File: config.mk
export PLATFORM = sky130hd
export DESIGN_NAME = cp0_tlb_mgmt
export DESIGN_NICKNAME = d
export VERILOG_FILES = /design/src/rtl/cp0_tlb_mgmt.sv
export SDC_FILE = /design/constraint.sdc
export NUM_CORES = 1
export LEC_CHECK = 0
export CORE_ASPECT_RATIO = 2
export CORE_MARGIN = 2
export CORE_UTILIZATION = 36
export DETAILED_ROUTE_END_ITERATION = 10
export GPL_TIMING_DRIVEN = 0
export PLACE_DENSITY = 0.78
export SLEW_MARGIN = 20
export SYNTH_ARGS = -nofsm -noshare
export SYNTH_HDL_FRONTEND = slang
export SYNTH_SLANG_ARGS = --single-unit
File: constraint.sdc
create_clock -name clk -period 4 [get_ports clk]
set_input_delay 0.8 -clock clk [delete_from_list [all_inputs] [get_ports clk]]
set_output_delay 0.8 -clock clk [all_outputs]
set_load 0.1 [all_outputs]
File: src/rtl/cp0_tlb_mgmt.sv
// cp0_tlb_mgmt: CP0-side TLB manager.
// Holds Index/EntryHi/PageMask/EntryLo0/EntryLo1 and sequences TLBWI, TLBR and TLBP
// against an external entry array through a req/ready/done handshake.
// Optional build macro TLB_RANDOM_EN adds the Random register, CP0_Random and TLBWR (op 11).
module cp0_tlb_mgmt #(
    parameter int unsigned TLB_ENTRIES = 16,
    parameter int unsigned IDX_W       = 4
) (
    input  logic                   clk,
    input  logic                   Reset,
    input  logic                   cmd_valid,
    input  logic [1:0]             cmd_op,
    output logic                   cmd_ready,
    output logic                   cmd_done,
    input  logic                   mtc0_en,
    input  logic [2:0]             mtc0_sel,
    input  logic [31:0]            mtc0_data,
    input  logic                   exc_load,
    input  logic [31:0]            bad_vaddr,
    output logic [31:0]            CP0_Index,
    output logic [31:0]            CP0_EntryHi,
    output logic [31:0]            CP0_PageMask,
    output logic [31:0]            CP0_EntryLo0,
    output logic [31:0]            CP0_EntryLo1,
    output logic [IDX_W-1:0]       TLB_Sel,
    output logic [TLB_ENTRIES-1:0] TLB_Update,
    input  logic [93:0]            TLB_Page_In
`ifdef TLB_RANDOM_EN
    ,
    output logic [31:0]            CP0_Random
`endif
);

    localparam int unsigned VPN_W  = 19;
    localparam int unsigned ASID_W = 8;
    localparam int unsigned MASK_W = 16;
    localparam int unsigned LO_W   = 26;

    localparam logic [1:0] OP_TLBWI = 2'b00;
    localparam logic [1:0] OP_TLBR  = 2'b01;
    localparam logic [1:0] OP_TLBP  = 2'b10;

    typedef enum logic [2:0] {
        S_IDLE,
        S_WRITE,
        S_READ,
        S_PROBE,
        S_DONE
    } state_t;

    state_t                  state_q, state_d;
    logic                    p_q, p_d;
    logic [IDX_W-1:0]        idx_q, idx_d;
    logic [VPN_W-1:0]        vpn2_q, vpn2_d;
    logic [ASID_W-1:0]       asid_q, asid_d;
    logic [MASK_W-1:0]       mask_q, mask_d;
    logic [LO_W-1:0]         lo0_q, lo0_d;
    logic [LO_W-1:0]         lo1_q, lo1_d;
    logic [IDX_W-1:0]        sel_q, sel_d;
    logic [TLB_ENTRIES-1:0]  upd_q, upd_d;

    // Selected entry's page word fields
    logic [VPN_W-1:0]  pg_vpn2;
    logic [ASID_W-1:0] pg_asid;
    logic [MASK_W-1:0] pg_mask;
    logic              pg_g;
    assign pg_vpn2 = TLB_Page_In[93:75];
    assign pg_asid = TLB_Page_In[74:67];
    assign pg_mask = TLB_Page_In[66:51];
    assign pg_g    = TLB_Page_In[50];

    // Probe hit: VPN2 equal outside the masked bits, and global or same ASID
    logic [VPN_W-1:0] vpn_diff;
    logic             probe_hit;
    assign vpn_diff  = (pg_vpn2 ^ vpn2_q) & ~VPN_W'(pg_mask);
    assign probe_hit = (vpn_diff == '0) && (pg_g || (pg_asid == asid_q));

    logic sel_in_range;
    logic sel_last;
    assign sel_in_range = (32'(sel_q) < 32'(TLB_ENTRIES));
    assign sel_last     = (32'(sel_q) == 32'(TLB_ENTRIES - 1));

    // An Index write on the accept edge is seen by the command it accompanies
    logic [IDX_W-1:0] idx_fwd;
    assign idx_fwd = (mtc0_en && (mtc0_sel == 3'd0)) ? mtc0_data[IDX_W-1:0] : idx_q;

    logic unused_bits;
    assign unused_bits = ^bad_vaddr[12:0];

    function automatic logic [TLB_ENTRIES-1:0] onehot(input logic [IDX_W-1:0] i);
        logic [TLB_ENTRIES-1:0] r;
        for (int unsigned k = 0; k < TLB_ENTRIES; k++) begin
            r[k] = (32'(i) == k);
        end
        return r;
    endfunction

`ifdef TLB_RANDOM_EN
    logic [IDX_W-1:0] rand_q, rand_d;

    // Random free-runs downward and wraps to the top entry
    always_comb begin
        rand_d = rand_q - IDX_W'(1);
        if (rand_q == '0) begin
            rand_d = IDX_W'(TLB_ENTRIES - 1);
        end
    end

    // Random register
    always_ff @(posedge clk or posedge Reset) begin
        if (Reset) begin
            rand_q <= IDX_W'(TLB_ENTRIES - 1);
        end else begin
            rand_q <= rand_d;
        end
    end

    assign CP0_Random = 32'(rand_q);
`endif

    // Next-state, register-update and strobe logic
    always_comb begin
        state_d = state_q;
        p_d     = p_q;
        idx_d   = idx_q;
        vpn2_d  = vpn2_q;
        asid_d  = asid_q;
        mask_d  = mask_q;
        lo0_d   = lo0_q;
        lo1_d   = lo1_q;
        sel_d   = sel_q;
        upd_d   = '0;

        case (state_q)
            S_IDLE: begin
                if (mtc0_en) begin
                    case (mtc0_sel)
                        3'd0: idx_d = mtc0_data[IDX_W-1:0];
                        3'd1: lo0_d = mtc0_data[25:0];
                        3'd2: lo1_d = mtc0_data[25:0];
                        3'd3: mask_d = mtc0_data[28:13];
                        3'd4: begin
                            vpn2_d = mtc0_data[31:13];
                            asid_d = mtc0_data[7:0];
                        end
                        default: ;
                    endcase
                end
                if (exc_load) begin
                    vpn2_d = bad_vaddr[31:13];
                    asid_d = asid_q;
                end
                if (cmd_valid) begin
                    case (cmd_op)
                        OP_TLBWI: begin
                            state_d = S_WRITE;
                            sel_d   = idx_fwd;
                            upd_d   = onehot(idx_fwd);
                        end
                        OP_TLBR: begin
                            state_d = S_READ;
                            sel_d   = idx_fwd;
                        end
                        OP_TLBP: begin
                            state_d = S_PROBE;
                            sel_d   = '0;
                        end
                        default: begin
`ifdef TLB_RANDOM_EN
                            state_d = S_WRITE;
                            sel_d   = rand_q;
                            upd_d   = onehot(rand_q);
`else
                            state_d = S_WRITE;
`endif
                        end
                    endcase
                end
            end
            S_WRITE: begin
                state_d = S_DONE;
            end
            S_READ: begin
                if (sel_in_range) begin
                    vpn2_d = pg_vpn2;
                    asid_d = pg_asid;
                    mask_d = pg_mask;
                    lo0_d  = {TLB_Page_In[49:25], pg_g};
                    lo1_d  = {TLB_Page_In[24:0], pg_g};
                end
                state_d = S_DONE;
            end
            S_PROBE: begin
                if (probe_hit) begin
                    p_d     = 1'b0;
                    idx_d   = sel_q;
                    state_d = S_DONE;
                end else if (sel_last) begin
                    p_d     = 1'b1;
                    state_d = S_DONE;
                end else begin
                    sel_d = sel_q + IDX_W'(1);
                end
            end
            S_DONE: begin
                state_d = S_IDLE;
            end
            default: begin
                state_d = S_IDLE;
            end
        endcase
    end

    // State and CP0 register file
    always_ff @(posedge clk or posedge Reset) begin
        if (Reset) begin
            state_q <= S_IDLE;
            p_q     <= 1'b0;
            idx_q   <= '0;
            vpn2_q  <= '0;
            asid_q  <= '0;
            mask_q  <= '0;
            lo0_q   <= '0;
            lo1_q   <= '0;
            sel_q   <= '0;
            upd_q   <= '0;
        end else begin
            state_q <= state_d;
            p_q     <= p_d;
            idx_q   <= idx_d;
            vpn2_q  <= vpn2_d;
            asid_q  <= asid_d;
            mask_q  <= mask_d;
            lo0_q   <= lo0_d;
            lo1_q   <= lo1_d;
            sel_q   <= sel_d;
            upd_q   <= upd_d;
        end
    end

    assign cmd_ready    = (state_q == S_IDLE);
    assign cmd_done     = (state_q == S_DONE);
    assign TLB_Sel      = sel_q;
    assign TLB_Update   = upd_q;
    assign CP0_Index    = {p_q, {(31 - IDX_W){1'b0}}, idx_q};
    assign CP0_EntryHi  = {vpn2_q, 5'b0, asid_q};
    assign CP0_PageMask = {3'b0, mask_q, 13'b0};
    assign CP0_EntryLo0 = {6'b0, lo0_q};
    assign CP0_EntryLo1 = {6'b0, lo1_q};

endmodule

==> impl_metrics.toml, run 1 <==
[clock_network]
cts-root-buf = "clkbuf_16"
clock_sinks = 123
h-tree-depth = 4
post_cts_buffers = 0
ctsResizeCount = 0
cts_tree = "built"
clk_pin_slew_ns = 0.06
worst_skew_pair.late_latency_ns = 0.42
cts-buffers-inserted = 17
max-clock-path-buffers = 2
postCtsHoldBufs = 0

[floorplan]
die_h_um = 195
die_w_um = 99.5
fp.dieArea_um2 = 19400
initial_core_util_pct = 36.8
core_area_um2 = 17900
io_pins = 350
num_rows = 69

[setup_path]
worstPathMaxFanout = 10
critPathTopFamily = "buffers and inverters"
cp.required_ns = 3.20
path_buf_inv = 2
worst_ep_arrival_time_ns = 2.59
crit_type = "register to output pin"
worstPathCellList = "buf_2 -> nor3_1 -> clkdlybuf4s50_1"
regToRegSetupSlack_ns = 1.39
cp-start-kind = "register"
endpoint_kind = "output pin"
slowest_delay_ns = 1.22
slowest_stage = "clkdlybuf4s50_1"

[place]
io_buffers = 276
preCtsSetupSlack_ns = 0.547
dp_hpwl_um = 21200
gp_congestion = 0.912

[synth]
syn-cell-area_um2 = 6570
yosys_warnings = 0
synth_ff_type = "dfrtp_1"
async_flop_share_pct = 100
syn_avg_cell_area_um2 = 8.98
synth-edff-count = 0
seq_area_frac_synth_pct = 46.8
ys_seq_elements = 123
netlist_instances = 732
synth_cell_type_count = 47

[timing]
fin_crit_ns = 3.39
drv_slew = 0
hold_viol = 0
worst_slew_pin_slew_ns = 1.06
setup_tns_ns = 0
fin_ws_ns = 0.612
period_share_pct = 84.7
rsz0062_at_grt = "false"
timing.hold.ws_ns = 0.481
max-slew-margin-rel_pct = 28.9
fmax_ghz = 0.295
fin_skew_ns = 0.00552
setup_viol = 0

[global_routing]
grt_pass1_vias = 6803
grt_pass1_wl_um = 39600
gr-total-overflow = 0
antenna_found_initial = 0
grt_util_all_layers_pct = 27.0
grt_max_degree = 33

[power]
pwr_density_cell_nw_per_um2 = 1010
power_leakage_nw = 4.68
ir_worst_vdd_uv = 665

[finish]
drive_above_1_share_pct = 11.9
area_delta_synth_final_pct = 60.3
nets = 1263
n_antenna_cell = 0

[outcome]
status = "complete, no violations"

[route]
drc = 0
vias = 6741
wire_per_inst_um = 20.1
route.antenna.remaining_nets = 0
drt_iter0_drc = 406
firstDrtPassIters = 5
drt-total-wl_um = 26400
vias_per_cell = 5.12

[job]
drv_cap = 0

[min_path]
hold_class = "register to register"
==> Yosys cell counts, types with 2 or more instances <==
| master | count | area share (%) |
|---|---|---|
| nor4_1 | 7 | 0.67 |
| nor2b_1 | 29 | 2.8 |
| o21ai_0 | 89 | 6.8 |
| clkbuf_1 | 21 | 1.2 |
| xor2_1 | 8 | 1.1 |
| o21ai_1 | 2 | 0.15 |
| buf_4 | 61 | 7.0 |
| o21a_1 | 4 | 0.46 |
| nand4_1 | 3 | 0.29 |
| mux2i_1 | 26 | 4.0 |
| xnor2_1 | 19 | 2.5 |
| nor3_1 | 3 | 0.23 |
| inv_1 | 5 | 0.29 |
| nand3_1 | 4 | 0.30 |
| nor2_2 | 2 | 0.19 |
| o22ai_1 | 9 | 0.86 |
| nor2_1 | 58 | 3.3 |
| nand2b_1 | 2 | 0.19 |
| nand3b_1 | 6 | 0.69 |
| buf_2 | 16 | 1.2 |
| dfrtp_1 | 123 | 47 |
| a22o_1 | 2 | 0.27 |
| nor4b_4 | 2 | 0.72 |
| ha_1 | 5 | 0.95 |
| a21oi_1 | 101 | 7.7 |
| mux2_2 | 2 | 0.34 |
| o221a_2 | 4 | 0.69 |
| nand2_1 | 100 | 5.7 |
==> power by group <==
part           switching (mW)  leakage (nW)  total (mW)  internal, mW
Clock                   0.597         0.293        1.64          1.04
Combinational            5.27          2.83        6.83          1.55
Sequential              0.394          1.55        2.14          1.75
Total                    6.27          4.68        10.6          4.35
==> through the flow <==
stage | area [um2] | std cells | total power, mW | utilization, %
after global routing | 10500 | 1316 | 11.0 | 58.9
after global placement | 9820 | 1280 | 8.89 | 55.0
final | 10500 | 1316 | 10.6 | 58.9
after detailed placement | 9900 | 1284 | 8.99 | 55.4
after floorplan | 6800 | 791 | 7.15 | -
after CTS | 10500 | 1316 | 10.6 | 58.9
==> path summary, 6_finish.rpt <==
| kind | startpoint | end | cells past startpoint |
|---|---|---|---|
| worst max register to register | vpn2_q[17] | idx_q[0] | 6 |
| max in group asynchronous | Reset | vpn2_q[0] | 4 |
| worst min-delay path | lo1_q[25] | lo1_q[25] | 2 |
| min in group asynchronous | Reset | lo0_q[10] | 2 |
| worst max-delay path | state_q[1] | cmd_ready | 3 |
| worst min register to register | lo1_q[25] | lo1_q[25] | 2 |
==> metal layers <==
layer / share of wire (%) / up-vias / global-route usage [%]
li1: - / 3106 / -
met1: 35 / 3214 / 28.9
met2: 54 / 350 / 49.0
met3: 5.8 / 71 / 4.55
met4: 5.4 / 0 / 15.1
met5: 0 / - / 0
==> final cells by class <==
| class | count | area, um2 |
|---|---|---|
| inverter | 5 | 22.5 |
| multi-input combinational | 564 | 3070 |
| clock buffer | 18 | 429 |
| tap | 213 | 267 |
| timing repair buffer | 280 | 2840 |
| clock inverter | 14 | 195 |
| sequential | 123 | 3080 |
| fill | 1564 | 7340 |
| buffer | 99 | 622 |
==> logic make-up after synthesis <==
group           count (synthesis)  synth area share (%)
xor+xnor                       27                  3.60
compound gates                219                  18.3
other cells                     1                0.0571
simple gates                  224                  16.0
buf+inv                       104                  9.75
fa+ha+maj                       5                 0.952
mux                            29                  4.53
flops                         123                  46.8
==> worst register-to-register path: cells and delay by family (launching register included) <==
family / cells / cell delay [ns]
DFF: 1 / 0.40
and+or+nand+nor: 3 / 1.22
xor gates and xnor gates: 1 / 0.20
AOI/OAI and AO/OA: 1 / 0.34
buffers and inverters: 1 / 0.33
==> layout by cell type, fill, tap and decap left out, types with 5 or more instances in the layout <==
master | synthesis | layout
nand2_1 | 100 | 100
clkinvlp_4 | 0 | 5
buf_2 | 16 | 16
buf_4 | 61 | 61
a21oi_1 | 101 | 101
o22ai_1 | 9 | 9
nor2_1 | 58 | 58
mux2i_1 | 26 | 26
clkbuf_16 | 0 | 17
conb_1 | 1 | 60
ha_1 | 5 | 5
xnor2_1 | 19 | 19
nand3b_1 | 6 | 6
clkbuf_1 | 21 | 22
clkdlybuf4s50_1 | 0 | 276
o21ai_0 | 89 | 89
nor4_1 | 7 | 7
nor2b_1 | 29 | 29
xor2_1 | 8 | 8
dfrtp_1 | 123 | 123
==> flip-flops by register name, summed over array words and instances, names as in the netlist <==
name / count
TLB_Sel: 4
TLB_Update: 16
asid_q: 8
idx_q: 4
lo0_q: 26
lo1_q: 26
mask_q: 16
p_q: 1
state_q: 3
vpn2_q: 19
Note: power is estimated with default switching activity, not from simulation.
==> inputs of run 2 (changes only) <==
--- a/config.mk
+++ b/config.mk
@@ -5,12 +5,11 @@
 export SDC_FILE = /design/constraint.sdc
 export NUM_CORES = 1
 export LEC_CHECK = 0
-export CORE_ASPECT_RATIO = 2
-export CORE_MARGIN = 2
-export CORE_UTILIZATION = 36
+export CORE_AREA = 2 2 136 138
 export DETAILED_ROUTE_END_ITERATION = 10
+export DIE_AREA = 0 0 138 140
 export GPL_TIMING_DRIVEN = 0
-export PLACE_DENSITY = 0.78
+export PLACE_DENSITY = 0.76
 export SLEW_MARGIN = 20
 export SYNTH_ARGS = -nofsm -noshare
 export SYNTH_HDL_FRONTEND = slang
==> constraint.sdc (replaced) <==
create_clock -name clk -period 3.19 [get_ports clk]
set_input_delay 0.638 -clock clk [delete_from_list [all_inputs] [get_ports clk]]
set_output_delay 0.638 -clock clk [all_outputs]
set_load 0.1 [all_outputs]
==> run 2 against run 1 <==
Compared with the run above: critical path type unchanged; total power increased by 25%; via count down 3.6%; routed wire length is 9.1% lower; non-clock buffer count did not move; combinational power rose by 24%; sequential share of layout area is 0.17 points lower; worst hold slack worse by 0.0089 ns; cell area rose by 0.57%; final cell count up 1.1%; sequential power rose by 24%.
==> impl_metrics.toml, run 2 (synthesis gave the netlist of run 1 again) <==
[setup_path]
slowest_delay_ns = 1.19
worst-r2r-cell-count = 7
r2r-start = "state_q[2]"
worstSetupPathDepth = 3
crit_type = "register to output pin"
worst_ep_arrival_time_ns = 2.45
r2r-end = "vpn2_q[3]"
critPathTopFamily = "buffers and inverters"
worstPathCellList = "buf_2 -> nor3_2 -> clkdlybuf4s50_1"
crit_path_end = "cmd_ready"
cp.required_ns = 2.55
startpoint = "state_q[1]"
path_buf_inv = 2
endpoint_kind = "output pin"
slowest_stage = "clkdlybuf4s50_1"
regToRegSetupSlack_ns = 1.02
cp-start-kind = "register"
worstPathMaxFanout = 10

[power]
clkPwrFrac_pct = 16.3
ir_worst_vdd_uv = 902
comb_power_share_pct = 63.7
p_int_mw = 5.63
power_leakage_nw = 4.71
pwr_density_cell_nw_per_um2 = 1260
power.share.sequential_pct = 20.0
p_sw_mw = 7.69
swShare_pct = 57.7

[finish]
layout_commonest_cell = "clkdlybuf4s50_1"
top_regs = "lo0_q x26, lo1_q x26, vpn2_q x19"
final_cell_mix = "clkdlybuf4s50_1, dfrtp_1, a21oi_1"
nets = 1263
utilization_pct = 59.6
stdcell_count = 1330
design_area_um2 = 10600
drive_above_1_share_pct = 11.7
area_delta_synth_final_pct = 61.2
n_antenna_cell = 0

[timing]
hold_viol = 0
fin_skew_ns = 0.00930
drv_slew = 0
max-slew-margin-rel_pct = 30.5
fmax_ghz = 0.324
setup_tns_ns = 0
period_share_pct = 96.7
fin_crit_ns = 3.08
timing.hold.ws_ns = 0.472
worst_slew_pin_slew_ns = 1.04
rsz0062_at_grt = "false"
setup_viol = 0

[floorplan]
die_w_um = 138
num_rows = 49
initial_core_util_pct = 37.0
io_pins = 350
core_area_um2 = 17800
fp.dieArea_um2 = 19300
die_h_um = 140

[clock_network]
ctsResizeCount = 0
worst_skew_pair.late_latency_ns = 0.41
postCtsHoldBufs = 0
clock_sinks = 123
h-tree-depth = 4
cts_tree = "built"
max-clock-path-buffers = 2
clk_pin_slew_ns = 0.06
cts-root-buf = "clkbuf_16"
post_cts_buffers = 0
cts-buffers-inserted = 17

[route]
wl_met2_um = 12000
top_layer = "met4"
wl_met1_um = 10100
drt-total-wl_um = 24000
route.antenna.remaining_nets = 0
wl_met3_um = 1190
wire_per_inst_um = 18.0
firstDrtPassIters = 5
vias = 6499
drt_iter0_drc = 467
drc = 0
vias_per_cell = 4.89

[place]
dpl_cell_area_um2 = 9930
dp_hpwl_um = 19000
io_buffers = 276
gp_congestion = 0.846
dp.cells = 1300

[global_routing]
grt_max_degree = 33
grt_pass1_vias = 6672
gr-total-overflow = 0
grt_util_all_layers_pct = 24.5
grt_pass1_wl_um = 36900
antenna_found_initial = 0

[min_path]
hold_class = "register to register"

[outcome]
status = "complete, no violations"

[job]
drv_cap = 0
==> run 2: per-layer routing <==
metal	vias up	track usage [%]
met5	-	0
met4	0	10.3
met3	48	5.09
met2	245	41.7
met1	3099	30.4
li1	3107	-
==> run 2: worst min path at each step <==
stage,depth (start not counted),start,endpoint,slack [ns]
final,2,mask_q[11],mask_q[11],0.47
after global placement,2,lo0_q[25],lo0_q[25],0.46
after global routing,2,lo0_q[15],lo0_q[15],0.50
after detailed placement,2,mask_q[11],mask_q[11],0.47
after CTS,2,mask_q[11],mask_q[11],0.48
after floorplan,1,p_q,p_q,0.47
==> run 2: layout make-up <==
cell class | count | area (um2)
multi-input combinational | 564 | 3080
tap | 229 | 287
clock buffer | 24 | 502
buffer | 99 | 622
sequential | 123 | 3080
clock inverter | 6 | 158
timing repair buffer | 280 | 2840
inverter | 5 | 22.5
fill | 1587 | 7190
==> run 2: worst min-delay path, cell delays in order, from the launching register on <==
cell	delay, ns
dfrtp_1	0.34
nand2_1	0.04
o21ai_0	0.06
==> run 2: per-stage QoR <==
step                setup slack, ns  total power [mW]
finish                        0.105              13.3
global route                 0.0309              13.8
CTS                          0.0823              13.4
detailed placement            0.201              11.2
global placement             -0.228              11.1
floorplan                     0.532              8.97
==> run 2: power groups by stage <==
| stage | Sequential, mW | Clock [mW] | Combinational, mW |
|---|---|---|---|
| 6_report | 2.66 | 2.16 | 8.48 |
| 3_3_place_gp | 2.65 | 0 | 8.43 |
| 5_1_grt | 2.74 | 2.27 | 8.83 |
| 4_1_cts | 2.66 | 2.19 | 8.52 |
| 3_5_place_dp | 2.68 | 0 | 8.49 |
| 2_1_floorplan | 7.02 | 0 | 1.96 |
==> variant (flow settings as in run 1) <==
Re-encode `state_t` (5 states) as one-hot, 5 bits wide.
--- a/src/rtl/cp0_tlb_mgmt.sv
+++ b/src/rtl/cp0_tlb_mgmt.sv
@@ -41,10 +41,10 @@
     localparam logic [1:0] OP_TLBP  = 2'b10;
 
-    typedef enum logic [2:0] {
-        S_IDLE,
-        S_WRITE,
-        S_READ,
-        S_PROBE,
-        S_DONE
+    typedef enum logic [4:0] {
+        S_IDLE  = 5'b00001,
+        S_WRITE = 5'b00010,
+        S_READ  = 5'b00100,
+        S_PROBE = 5'b01000,
+        S_DONE  = 5'b10000
     } state_t;
 
Formal check against the unedited RTL: same outputs for any inputs over 4 cycles, from zero or initial values and one cycle with Reset high; so few cycles prove little.
==> variant against run 1 <==
  * Sequential cell count increased by 2
  * Total power up 3.6%
  * Cell area increased by 2.6%
  * Area after synthesis up 2.6%
  * Sequential share of layout area fell by 0.27 points
  * Worst setup slack got worse by 0.031 ns
  * Non-clock buffer count fell by 5
  * Hold slack worse by 0.0014 ns
  * Wire length down 0.40%
  * Die area increased by 2.5%
  * Clock skew rose by 0.0035 ns
==> variant: results (changes against run 1) <==
Synthesis
  – Synth area leaders: dfrtp_1, a21oi_1, buf_4, nor2_1, mux2i_1
  – Synth cell count leaders: dfrtp_1, a21oi_1, nor2_1
  – Seq/Total Area, Yosys: 46.4% (-0.43 points)
  – Avg Inst Size Synth: 9.54 sq um (+6.2%)
  – Top_reg_cell synth: dfrtp_1
  – Fraction of registers with async set/reset: 100% (unchanged)
  – Synth unique cells: 58 (+23%)

Global routing
  – Vias in the first global route: 6737 (-0.97%)
  – Met1 Resource Use GR: 25.4% (-3.5 points)
  – Largest net degree at the start of global routing: 32 (-3.0%)
  – Initial antenna violation count: 1 (+1)
  – GRT Overall Usage: 26.2% (-0.81 points)
  – Global Route met3 Usage: 5.20% (+0.66 points)
  – First-pass GRT wire length: 38600 um (-2.5%)
  – Met2 Usage GRT: 50.0% (+1.0 points)

STA
  – Fmax: 0.292 GHz (-0.92%)
  – Hold_ws: 0.480 ns (-0.00137 ns)
  – Worst Max-Slew Pin Slew: 1.07 ns (+0.00438 ns)
  – Final setup skew: 0.00898 ns (+0.00346 ns)

Pwr
  – Net Sw Power: 6.27 mW (about the same)
  – Leak: 4.67 nW (about the same)
  – Max rail drop VDD: 683 uV (+2.6%)
  – Combinational power: 6.88 mW (+0.7%)
  – Int Pwr: 4.73 mW (+8.8%)

Setup path
  – FF-to-FF path depth: 7 (+1)
  – RR Startpoint: state_q[3]
  – Critical Path Max Stage Delay: 1.16 ns (-0.06 ns)
  – Critical Path AT: 2.62 ns (+0.03 ns)
  – CP startpoint: state_q[4]
  – Top delay family on crit path: buffers and inverters
  – CP Max Fanout: 6 (-4)
  – Internal reg-to-reg setup slack: 1.66 ns (+0.27 ns)
  – Reg-to-reg endpoint: lo1_q[0]

Final layout
  – Layout cells sized above 1: 15.6% (+3.7 points)
  – Layout Cells excl Fill: 1294 (-1.7%)
  – Largest registers: lo0_q (26), lo1_q (26), vpn2_q (19)
  – Net count, final: 1238 (-2.0%)

Detailed routing
  – Initial DRT Pass Iterations: 4 (-1)
  – Highest metal used: met5
  – DRT met1 WL: 8640 um (-6.8%)
  – Met3 routed WL: 1650 um (+7.7%)
  – Detailed Route WL: 26300 um (-0.40%)
  – WL met2: 14800 um (+4.6%)
  – Via count: 6523 (-3.2%)
  – DR iter-0 viols: 303 (-25%)

Place
  – Placer congestion estimate: 0.895 (-2.0%)
  – PortBufs: 276 (unchanged)
  – Post-place setup slack: 0.778 ns (+0.231 ns)
  – DP Wirelength: 20900 um (-1.6%)
  – Cell area after placement: 10100 sq um (+1.8%)

Clock tree
  – Post_cts resized: 0 (unchanged)
  – H-tree Lvls: 4 (unchanged)
  – CTS Buffer Depth: 2 (unchanged)

Min path
  – Hold path startpoint: mask_q[10]
  – WHS Endpoint: mask_q[10]

Status
  – Status: complete, no violations
[variant: cell types whose count changed after synthesis, sizes merged, moves of 6 or more]
cell | before | now
a21oi | 101 | 110
and2 | 2 | 21
o21ai | 91 | 39
clkbuf | 22 | 7
nand3b | 6 | 0
a31oi | 0 | 13
mux2 | 3 | 20
nor2 | 60 | 86
nor2b | 29 | 2
nand2 | 100 | 68
buf | 77 | 87
[variant: area by class of cell]
type,instances,area (sq um)
sequential,125,3130
multi-input combinational,539,3140
fill,1568,7500
buffer,94,667
clock buffer,22,484
timing repair buffer,280,2850
tap,216,270
clock inverter,10,231
inverter,8,33.8
[variant: kinds of logic after synthesis]
group | Yosys count | synth area share (%)
compound gates | 194 | 16.6
xor+xnor | 28 | 3.64
fa+ha+maj | 5 | 0.928
buf+inv | 102 | 10.3
flops | 125 | 46.4
mux | 46 | 7.20
other cells | 1 | 0.0556
simple gates | 206 | 14.8
